File: config.mk
export PLATFORM = sky130hd
export DESIGN_NAME = fmc_adc_ext_trig_cond
export DESIGN_NICKNAME = d
export VERILOG_FILES = /design/src/rtl/fmc_adc_trig_pkg.sv /design/src/rtl/fmc_adc_glitch_filt.sv /design/src/rtl/fmc_adc_ext_trig_cond.sv
export SDC_FILE = /design/constraint.sdc
export NUM_CORES = 1
export LEC_CHECK = 0
export CAP_MARGIN = 20
export CORE_ASPECT_RATIO = 0.6
export CORE_MARGIN = 10
export CORE_UTILIZATION = 57
export DETAILED_ROUTE_END_ITERATION = 10
export PLACE_DENSITY = 0.81
export SYNTH_ARGS = -nofsm -noshare
export SYNTH_HDL_FRONTEND = slang
export SYNTH_SLANG_ARGS = --single-unit
File: constraint.sdc
create_clock -name clk_i -period 6.8 [get_ports clk_i]
set_input_delay 1.7 -clock clk_i [delete_from_list [all_inputs] [get_ports clk_i]]
set_output_delay 1.7 -clock clk_i [all_outputs]
set_load 0.02 [all_outputs]
File: src/rtl/fmc_adc_trig_pkg.sv
// Shared types and constants for the FMC-ADC trigger path.
// Used by the external trigger conditioner and the channel threshold triggers.
package fmc_adc_trig_pkg;

   typedef enum logic [1:0] {IDLE, DELAY, FIRE} t_ext_trig_state;

   localparam int unsigned C_SYNC_STAGES_DEF = 2;
   localparam int unsigned C_GLITCH_LEN_DEF  = 4;
   localparam int unsigned C_DLY_WIDTH_DEF   = 32;

   // Input-change to trig_p_o latency with zero programmed delay.
   function automatic int unsigned f_base_lat(input int unsigned sync_stages,
                                               input int unsigned glitch_len);
      return sync_stages + glitch_len + 1;
   endfunction

   localparam int unsigned C_BASE_LAT = f_base_lat(C_SYNC_STAGES_DEF, C_GLITCH_LEN_DEF);

endpackage

File: src/rtl/fmc_adc_glitch_filt.sv
// Synchroniser plus stability counter: the filtered level only follows the synced
// input after it has differed for g_GLITCH_LEN consecutive cycles.
module fmc_adc_glitch_filt
   import fmc_adc_trig_pkg::*;
#(
   parameter int unsigned g_SYNC_STAGES = C_SYNC_STAGES_DEF,
   parameter int unsigned g_GLITCH_LEN  = C_GLITCH_LEN_DEF
) (
   input  logic clk_i,
   input  logic rst_i,
   input  logic async_i,
   output logic filt_o
);

   localparam int unsigned C_CNT_W = $clog2(g_GLITCH_LEN + 1);
   localparam logic [C_CNT_W-1:0] C_CNT_MAX = C_CNT_W'(g_GLITCH_LEN - 1);

   logic [g_SYNC_STAGES-1:0] sync_d, sync_q;
   logic [C_CNT_W-1:0]       cnt_d, cnt_q;
   logic                     filt_d, filt_q;
   logic                     synced;

   assign synced = sync_q[g_SYNC_STAGES-1];

   always_comb begin
      sync_d = {sync_q[g_SYNC_STAGES-2:0], async_i};
      cnt_d  = '0;
      filt_d = filt_q;
      // Any sample equal to the filtered level restarts the count.
      if (synced != filt_q) begin
         if (cnt_q == C_CNT_MAX) begin
            filt_d = synced;
         end else begin
            cnt_d = cnt_q + C_CNT_W'(1);
         end
      end
   end

   always_ff @(posedge clk_i) begin
      if (rst_i) begin
         sync_q <= '0;
         cnt_q  <= '0;
         filt_q <= 1'b0;
      end else begin
         sync_q <= sync_d;
         cnt_q  <= cnt_d;
         filt_q <= filt_d;
      end
   end

   assign filt_o = filt_q;

endmodule

File: src/rtl/fmc_adc_ext_trig_cond.sv
// External trigger conditioner: filtered edge detect, programmable delay and a
// non-retriggerable 1-cycle output pulse with sticky overrun flag.
module fmc_adc_ext_trig_cond
   import fmc_adc_trig_pkg::*;
#(
   parameter int unsigned g_SYNC_STAGES = C_SYNC_STAGES_DEF,
   parameter int unsigned g_GLITCH_LEN  = C_GLITCH_LEN_DEF,
   parameter int unsigned g_DLY_WIDTH   = C_DLY_WIDTH_DEF
) (
   input  logic                   clk_i,
   input  logic                   rst_i,
   input  logic                   ext_trig_a_i,
   input  logic                   en_i,
   input  logic                   pol_i,
   input  logic [g_DLY_WIDTH-1:0] dly_i,
   input  logic                   ovr_clr_i,
   output logic                   trig_p_o,
   output logic                   busy_o,
   output logic                   ovr_o
);

   logic                   filt;
   logic                   filt_dly_d, filt_dly_q;
   logic                   edge_p_d, edge_p_q;
   t_ext_trig_state        state_d, state_q;
   logic [g_DLY_WIDTH-1:0] cnt_d, cnt_q;
   logic                   ovr_d, ovr_q;

   fmc_adc_glitch_filt #(
      .g_SYNC_STAGES (g_SYNC_STAGES),
      .g_GLITCH_LEN  (g_GLITCH_LEN)
   ) u_filt (
      .clk_i   (clk_i),
      .rst_i   (rst_i),
      .async_i (ext_trig_a_i),
      .filt_o  (filt)
   );

   always_comb begin
      filt_dly_d = filt;
      edge_p_d   = pol_i ? (filt_dly_q & ~filt) : (~filt_dly_q & filt);
      state_d    = state_q;
      cnt_d      = cnt_q;
      ovr_d      = ovr_q & ~ovr_clr_i;
      if (!en_i) begin
         state_d = IDLE;
      end else begin
         unique case (state_q)
            IDLE: begin
               if (edge_p_q) begin
                  if (dly_i == '0) begin
                     state_d = FIRE;
                  end else begin
                     cnt_d   = dly_i - g_DLY_WIDTH'(1);
                     state_d = DELAY;
                  end
               end
            end
            DELAY: begin
               // Set is applied after the clear so a coincident clear loses.
               if (edge_p_q) ovr_d = 1'b1;
               if (cnt_q == '0) begin
                  state_d = FIRE;
               end else begin
                  cnt_d = cnt_q - g_DLY_WIDTH'(1);
               end
            end
            FIRE: begin
               if (edge_p_q) ovr_d = 1'b1;
               state_d = IDLE;
            end
            default: state_d = IDLE;
         endcase
      end
   end

   always_ff @(posedge clk_i) begin
      if (rst_i) begin
         filt_dly_q <= 1'b0;
         edge_p_q   <= 1'b0;
         state_q    <= IDLE;
         cnt_q      <= '0;
         ovr_q      <= 1'b0;
      end else begin
         filt_dly_q <= filt_dly_d;
         edge_p_q   <= edge_p_d;
         state_q    <= state_d;
         cnt_q      <= cnt_d;
         ovr_q      <= ovr_d;
      end
   end

   assign trig_p_o = (state_q == FIRE);
   assign busy_o   = (state_q == DELAY);
   assign ovr_o    = ovr_q;

endmodule

==> results of run 1 <==
## worst max-delay path, cell delays in order
cell and delay [ps]:
sky130_fd_sc_hd__clkdlybuf4s50_1 620, sky130_fd_sc_hd__nor4_1 110, sky130_fd_sc_hd__and4_1 230, sky130_fd_sc_hd__a41oi_1 610, sky130_fd_sc_hd__nand3_1 530, sky130_fd_sc_hd__buf_4 380, sky130_fd_sc_hd__a211o_1 320, sky130_fd_sc_hd__a41oi_2 180
## cell families (layout without fill, tap and decap cells)
kind of cell             count (synthesis)  count (layout)  synth area share, %
AND/OR/NAND/NOR                        209             209                32.19
multiplexers                            27              27                7.951
AO/OA/AOI/OAI                          129             129                26.18
adder cells (fa/ha/maj)                  6               6                2.120
buffers and inverters                   41              67                5.265
flip-flops                              43              43                24.31
XOR/XNOR                                 8               8                1.979
## sequential cells by signal, indices dropped and copies added (netlist names)
signal         flops
state_q            2
u_filt.cnt_q       3
u_filt.sync_q      2
cnt_q             32
filt_dly_q         1
edge_p_q           1
ovr_o              1
u_filt.filt_o      1
## per-layer routing
layer / GRT usage, % / up-vias / part of all wire, %
met2: 29.01 / 245 / 40
met4: 4.265 / 0 / 1.5
met5: 0 / - / 0
met3: 5.748 / 26 / 12
met1: 31.02 / 1779 / 46
li1: - / 1831 / -
## worst paths after layout
path / to / cells after the start / slack (ps)
max: cnt_q[29]$_SDFFE_PP0P_ / 8 / 2350
min: u_filt.sync_q[1]$_SDFF_PP0_ / 1 / 440
max reg2reg: cnt_q[22]$_SDFFE_PP0P_ / 9 / 2780
min reg2reg: u_filt.sync_q[1]$_SDFF_PP0_ / 1 / 440
## power by group
part,internal (mW),leakage [nW],switching (mW),total (mW)
clock,0.0765,0.0495,0.106,0.183
sequential,0.252,0.347,0.000317,0.253
combinational,0.0338,0.877,0.0364,0.0702
total,0.363,1.27,0.143,0.505
## area by class of cell
class	count	area share, %
Multi-Input combinational cell	379	61.76
Sequential cell	43	21.21
Timing Repair Buffer	45	10.79
Inverter	14	1.295
Tap cell	84	2.590
Clock inverter	3	0.6475
Clock buffer	5	1.696
## cells in the final DEF (no fill, tap or decap), types with 6 or more instances in the layout
master                            netlist  layout
sky130_fd_sc_hd__nand4_1                6       6
sky130_fd_sc_hd__nand2_1               41      41
sky130_fd_sc_hd__a21oi_1               31      31
sky130_fd_sc_hd__clkdlybuf4s50_1        0      40
sky130_fd_sc_hd__nand3_1               19      19
sky130_fd_sc_hd__o2111ai_1              8       8
sky130_fd_sc_hd__o211ai_1               8       8
sky130_fd_sc_hd__or3_1                 13      13
sky130_fd_sc_hd__nor4_1                 7       7
sky130_fd_sc_hd__a31oi_1                8       8
sky130_fd_sc_hd__mux2_2                 9       9
sky130_fd_sc_hd__and3_1                 6       6
sky130_fd_sc_hd__nor3b_1               12      12
sky130_fd_sc_hd__nor3_1                27      27
sky130_fd_sc_hd__dfxtp_1               43      43
sky130_fd_sc_hd__nor2b_1                9       9
sky130_fd_sc_hd__inv_1                 13      13
sky130_fd_sc_hd__o31ai_1                7       7
sky130_fd_sc_hd__o21ai_0               13      13
sky130_fd_sc_hd__mux2i_1               18      18
sky130_fd_sc_hd__a41oi_1                6       6
sky130_fd_sc_hd__nor2_1                37      37
## stage by stage
stage,std cells,setup WS (ps),instance area (sq um)
floorplan,463,3082,3541
global placement,564,2295,3955
detailed placement,564,2135,3955
CTS,572,2450,4050
global route,573,2176,4058
finish,573,2354,4058
==> impl_metrics.py, run 1 <==
metrics = {
    "sta": {
        "layout_worst_path_cycle_share_pct": 65.38,
        "drv_slew": 0,
        "finalHoldWorstSlack_ps": 443.5,
        "timing.final.crit_period_ps": 4446,
        "grt_setup_unrepaired": "false",
        "actual_slew_at_the_worst_max_slew_pin_ps": 815.9,
        "setup-tns-final_ps": 0,
        "finalHoldViolCount": 0,
        "total_of_endpoints_with_negative_setup_slack_in_the_final_report": 0,
        "fmax_mhz": 224.9,
        "finClkSkew_ps": 7.529,
        "timing.slew.headroom_pct": 45.61,
    },
    "power": {
        "design_power_total_mw": 0.5054,
        "ir_drop_mv": 0.09287,
        "static_leakage_nw": 1.273,
        "power.density_cell_area_mw_per_mm2": 124.6,
    },
    "grt": {
        "grt_antenna_before_repair": 0,
        "gr-total-overflow": 0,
        "number_of_global_route_vias_before_repair": 3376,
        "total_routing_resource_utilization_after_global_routing_pct": 20.90,
        "grt_pass1_wl_mm": 17.28,
        "grt_start_max_net_pins": 61,
    },
    "floorplan": {
        "core_area_sq_mm": 0.006056,
        "design.die.area_sq_mm": 0.009868,
        "floorplan.die.width_microns": 121.8,
        "placement_rows": 22,
        "design.portCount": 41,
        "starting_utilization_of_the_core_area_pct": 58.47,
        "die_height_microns": 81.05,
    },
    "placement": {
        "place_hpwl_mm": 7.685,
        "place.port_buffers": 40,
        "place_congestion": 0.9534,
    },
    "worst_setup_path": {
        "critPathLaunch": "dly_i[6]",
        "rr_startpoint": "state_q[1]$_SDFFE_PP0P_",
        "worst_setup_path_start_kind": "input port",
        "worst-path-max-fanout": 19,
        "cp.required_ps": 7040,
        "setup.worst_path.class": "in2reg",
        "setup.worst_path.end_class": "register",
        "critical_path_arrival_ps": 4690,
    },
    "worst_hold_path": {
        "hold_path_start": "u_filt.sync_q[0]$_SDFF_PP0_",
        "holdCritPathClass": "reg2reg",
    },
    "routing": {
        "avgRoutedWirePerCell_microns": 18.64,
        "avgViaCountPerCell": 6.773,
        "drcViolationCount": 0,
        "detailedRoute.firstPassIterationCount": 6,
        "routed_wirelength_mm": 10.68,
        "routed-via-count": 3881,
        "drt_first_iter_violations": 540,
        "drt.antenna.violating_nets": 0,
    },
    "cts": {
        "clock_sink_count": 43,
        "clock_tree.htree_level_count": 2,
        "cts_tree": "built",
        "cts_buffer_depth": 2,
        "numCtsBuffers": 5,
        "postCtsSetupBuffers": 0,
        "path_clk_slew_ps": 100,
        "post_cts_hold_buffer_count": 0,
        "cell_at_the_root_of_the_clock_tree": "sky130_fd_sc_hd__clkbuf_8",
        "post_cts_resized": 0,
        "clock_latency_ps": 310,
    },
    "synthesis": {
        "syn_nets": 507,
        "synth.lib_cells_used.distinct": 69,
        "synth_top_cell_by_area": "sky130_fd_sc_hd__dfxtp_1",
        "gate_count_of_the_mapped_netlist": 463,
        "async_flop_share_pct": 0,
        "syn_area_sq_mm": 0.003541,
        "yosysTopAreaCellShare_pct": 24.31,
        "synth.top_cells.by_area": "sky130_fd_sc_hd__dfxtp_1 24%, sky130_fd_sc_hd__mux2i_1 5.1%, sky130_fd_sc_hd__a21oi_1 4.4%",
        "synth_flop_cell": "sky130_fd_sc_hd__dfxtp_1",
        "synth_enable_flop_cells": 0,
        "yosysMostFrequentCell": "sky130_fd_sc_hd__dfxtp_1",
        "yosysWarnings": 0,
        "synth_common_cells": "43 x sky130_fd_sc_hd__dfxtp_1, 41 x sky130_fd_sc_hd__nand2_1, 37 x sky130_fd_sc_hd__nor2_1",
        "postSynthRegisterBits": 43,
        "sequential_cell_area_fraction_in_the_yosys_report_pct": 24.31,
        "syn_area_per_cell_sq_um": 7.648,
    },
    "run_status": {
        "outcome": "finished, final reports clean",
    },
    "finish": {
        "final-seq-area_sq_um": 860.8,
        "final_util_pct": 67.00,
        "multi_input_gate_area_in_the_final_layout_sq_mm": 0.002506,
        "antenna-diode-count": 0,
        "synthToLayoutAreaGrowth_pct": 14.59,
        "fillCellCount": 536,
        "design.final.nets": 532,
        "final_layout_size_suffix_gt1_share_pct": 7.362,
    },
    "job": {
        "maxCapViolations": 0,
    },
}
No activity file was read; power rests on OpenSTA's default activity.
==> inputs of run 2 (changes only) <==
==> constraint.sdc (replaced) <==
create_clock -name clk_i -period 4.45 [get_ports clk_i]
set_input_delay 1.1125 -clock clk_i [delete_from_list [all_inputs] [get_ports clk_i]]
set_output_delay 1.1125 -clock clk_i [all_outputs]
set_load 0.02 [all_outputs]
==> run 2 against run 1 <==
Critical path depth down 1. Sequential cell count unchanged. Utilization up 0.76 points. Register-to-register slack worse by 1800 ps. Global-route usage up 1.3 points. Final cell count up 1.0%. Via count up 2.3%. Final area up 1.1%. Worst setup slack worse by 1500 ps. Clock skew up 4.2 ps. Critical endpoint is now cnt_q[24]$_SDFFE_PP0P_.
==> impl_metrics.py, run 2 (synthesis results as in run 1) <==
metrics = {
    "finish": {
        "top_register": "cnt_q",
        "largest_registers": "cnt_q (32), u_filt.cnt_q (3)",
        "final_util_pct": 67.77,
        "most_frequent_standard_cell_in_the_layout_excluding_fill_and_tap_cells": "sky130_fd_sc_hd__dfxtp_1",
        "antenna-diode-count": 0,
        "design.final.nets": 538,
        "largest_reg_flops": 32,
        "most-common-layout-cells": "43 x sky130_fd_sc_hd__dfxtp_1, 41 x sky130_fd_sc_hd__nand2_1, 40 x sky130_fd_sc_hd__clkdlybuf4s50_1, 37 x sky130_fd_sc_hd__nor2_1, 31 x sky130_fd_sc_hd__a21oi_1",
        "synthToLayoutAreaGrowth_pct": 15.90,
        "final_layout_size_suffix_gt1_share_pct": 8.485,
    },
    "routing": {
        "wl_met1_mm": 4.991,
        "wl_met3_mm": 1.297,
        "avgViaCountPerCell": 6.857,
        "detailedRoute.firstPassIterationCount": 5,
        "top_signal_layer_used": "met4",
        "met2WireLength_mm": 4.789,
        "drt.antenna.violating_nets": 0,
        "avgRoutedWirePerCell_microns": 19.40,
        "drt_first_iter_violations": 629,
        "routed-via-count": 3970,
        "routed_wirelength_mm": 11.23,
        "drcViolationCount": 0,
    },
    "cts": {
        "cell_at_the_root_of_the_clock_tree": "sky130_fd_sc_hd__clkbuf_8",
        "post_cts_hold_buffer_count": 0,
        "clock_latency_ps": 320,
        "post_cts_resized": 0,
        "numCtsBuffers": 5,
        "path_clk_slew_ps": 100,
        "cts_tree": "built",
        "postCtsSetupBuffers": 0,
        "cts_buffer_depth": 2,
        "clock_sink_count": 43,
        "clock_tree.htree_level_count": 2,
    },
    "worst_setup_path": {
        "bufs_and_invs_on_worst_path": 1,
        "worst-path-max-fanout": 5,
        "rr_startpoint": "state_q[1]$_SDFFE_PP0P_",
        "cp.depth": 7,
        "worst_r2r_endpoint": "cnt_q[24]$_SDFFE_PP0P_",
        "crit_chain": "clkdlybuf4s50_1 -> or3_1 -> a222oi_1 -> nand4b_1 -> nor2_1 -> mux2_2 -> a41oi_1",
        "r2r_slack_ps": 960,
        "critical_path_arrival_ps": 3790,
        "critPathSlowestCell": "sky130_fd_sc_hd__clkdlybuf4s50_1",
        "crit_path_max_incr_delay_ps": 490,
        "setup.worst_path.end_class": "register",
        "setup.worst_path.class": "in2reg",
        "worst_setup_path_start_kind": "input port",
        "critPathTopFamily": "simple AND/OR/NAND/NOR gates",
        "cp.required_ps": 4690,
        "r2r.worst_path.cells": 8,
    },
    "grt": {
        "number_of_global_route_vias_before_repair": 3619,
        "grt_antenna_before_repair": 0,
        "grt_pass1_wl_mm": 18.01,
        "grt_start_max_net_pins": 76,
        "total_routing_resource_utilization_after_global_routing_pct": 22.18,
        "gr-total-overflow": 0,
    },
    "worst_hold_path": {
        "worst_hold_endpoint": "u_filt.cnt_q[0]$_SDFF_PP0_",
        "holdCritPathClass": "reg2reg",
        "hold_path_depth": 1,
        "hold_path_start": "u_filt.cnt_q[0]$_SDFF_PP0_",
    },
    "placement": {
        "place_hpwl_mm": 8.186,
        "place_congestion": 0.9263,
        "pre_cts_ws_ps": 635.0,
        "place.port_buffers": 40,
    },
    "sta": {
        "total_of_endpoints_with_negative_setup_slack_in_the_final_report": 0,
        "actual_slew_at_the_worst_max_slew_pin_ps": 905.5,
        "fmax_mhz": 281.9,
        "finClkSkew_ps": 11.70,
        "setup-tns-final_ps": 0,
        "finalHoldWorstSlack_ps": 438.0,
        "layout_worst_path_cycle_share_pct": 79.72,
        "final_critical_path_setup_slack_ps": 902.6,
        "grt_setup_unrepaired": "false",
        "timing.slew.headroom_pct": 39.63,
        "drv_slew": 0,
        "finalHoldViolCount": 0,
        "timing.final.crit_period_ps": 3547,
    },
    "floorplan": {
        "placement_rows": 22,
        "design.die.area_sq_mm": 0.009868,
        "die_height_microns": 81.05,
        "floorplan.die.width_microns": 121.8,
        "design.portCount": 41,
        "starting_utilization_of_the_core_area_pct": 58.47,
        "core_area_sq_mm": 0.006056,
    },
    "power": {
        "design_power_total_mw": 0.7740,
        "power.density_cell_area_mw_per_mm2": 188.6,
        "static_leakage_nw": 1.295,
        "ir_drop_mv": 0.1221,
    },
    "run_status": {
        "outcome": "finished, final reports clean",
    },
    "job": {
        "maxCapViolations": 0,
    },
}
run 2: cell types whose count changed in the layout (fill, tap and decap cells not counted), sizes merged:
cell,before,now
clkinvlp,0,2
buf,5,11
inv,17,15
run 2: cell type report:
type,instances,area (sq um)
Fill cell,530,1952
Sequential cell,43,860.8
Tap cell,84,105.1
Timing Repair Buffer,51,486.7
Multi-Input combinational cell,379,2506
Clock buffer,5,68.82
Clock inverter,3,23.77
Inverter,14,52.55
run 2: worst max-delay path by stage:
stage	startpoint	to
2_1_floorplan	state_q[1]$_SDFFE_PP0P_	cnt_q[28]$_SDFFE_PP0P_
3_3_place_gp	dly_i[6]	cnt_q[20]$_SDFFE_PP0P_
3_5_place_dp	dly_i[6]	cnt_q[31]$_SDFFE_PP0P_
4_1_cts	dly_i[6]	cnt_q[19]$_SDFFE_PP0P_
5_1_grt	dly_i[2]	cnt_q[14]$_SDFFE_PP0P_
6_report	dly_i[12]	cnt_q[24]$_SDFFE_PP0P_
run 2: power by group:
part	switching (mW)	total (mW)	internal (mW)
clock	0.167	0.279	0.113
sequential	0.000488	0.386	0.386
combinational	0.0564	0.109	0.0522
total	0.223	0.774	0.550
run 2: per-layer routing:
| layer | vias up | GRT usage [%] |
|---|---|---|
| met5 | - | 0 |
| met2 | 247 | 33.78 |
| li1 | 1851 | - |
| met3 | 24 | 5.817 |
| met1 | 1848 | 30.90 |
| met4 | 0 | 4.384 |
run 2: stage by stage:
step	instances	cell area, sq um
3_5_place_dp	570	4000
4_1_cts	578	4093
2_1_floorplan	463	3541
6_report	579	4104
5_1_grt	579	4104
3_3_place_gp	570	4000
run 2: worst reg2reg max path: cells and delay by family, from the launching register on:
kind	cells	cell delay [ps]
AOI/OAI and AO/OA	2	620
DFF	1	340
buffers and inverters	1	120
adders and majority gates	1	660
muxes	1	360
and+or+nand+nor	3	1310
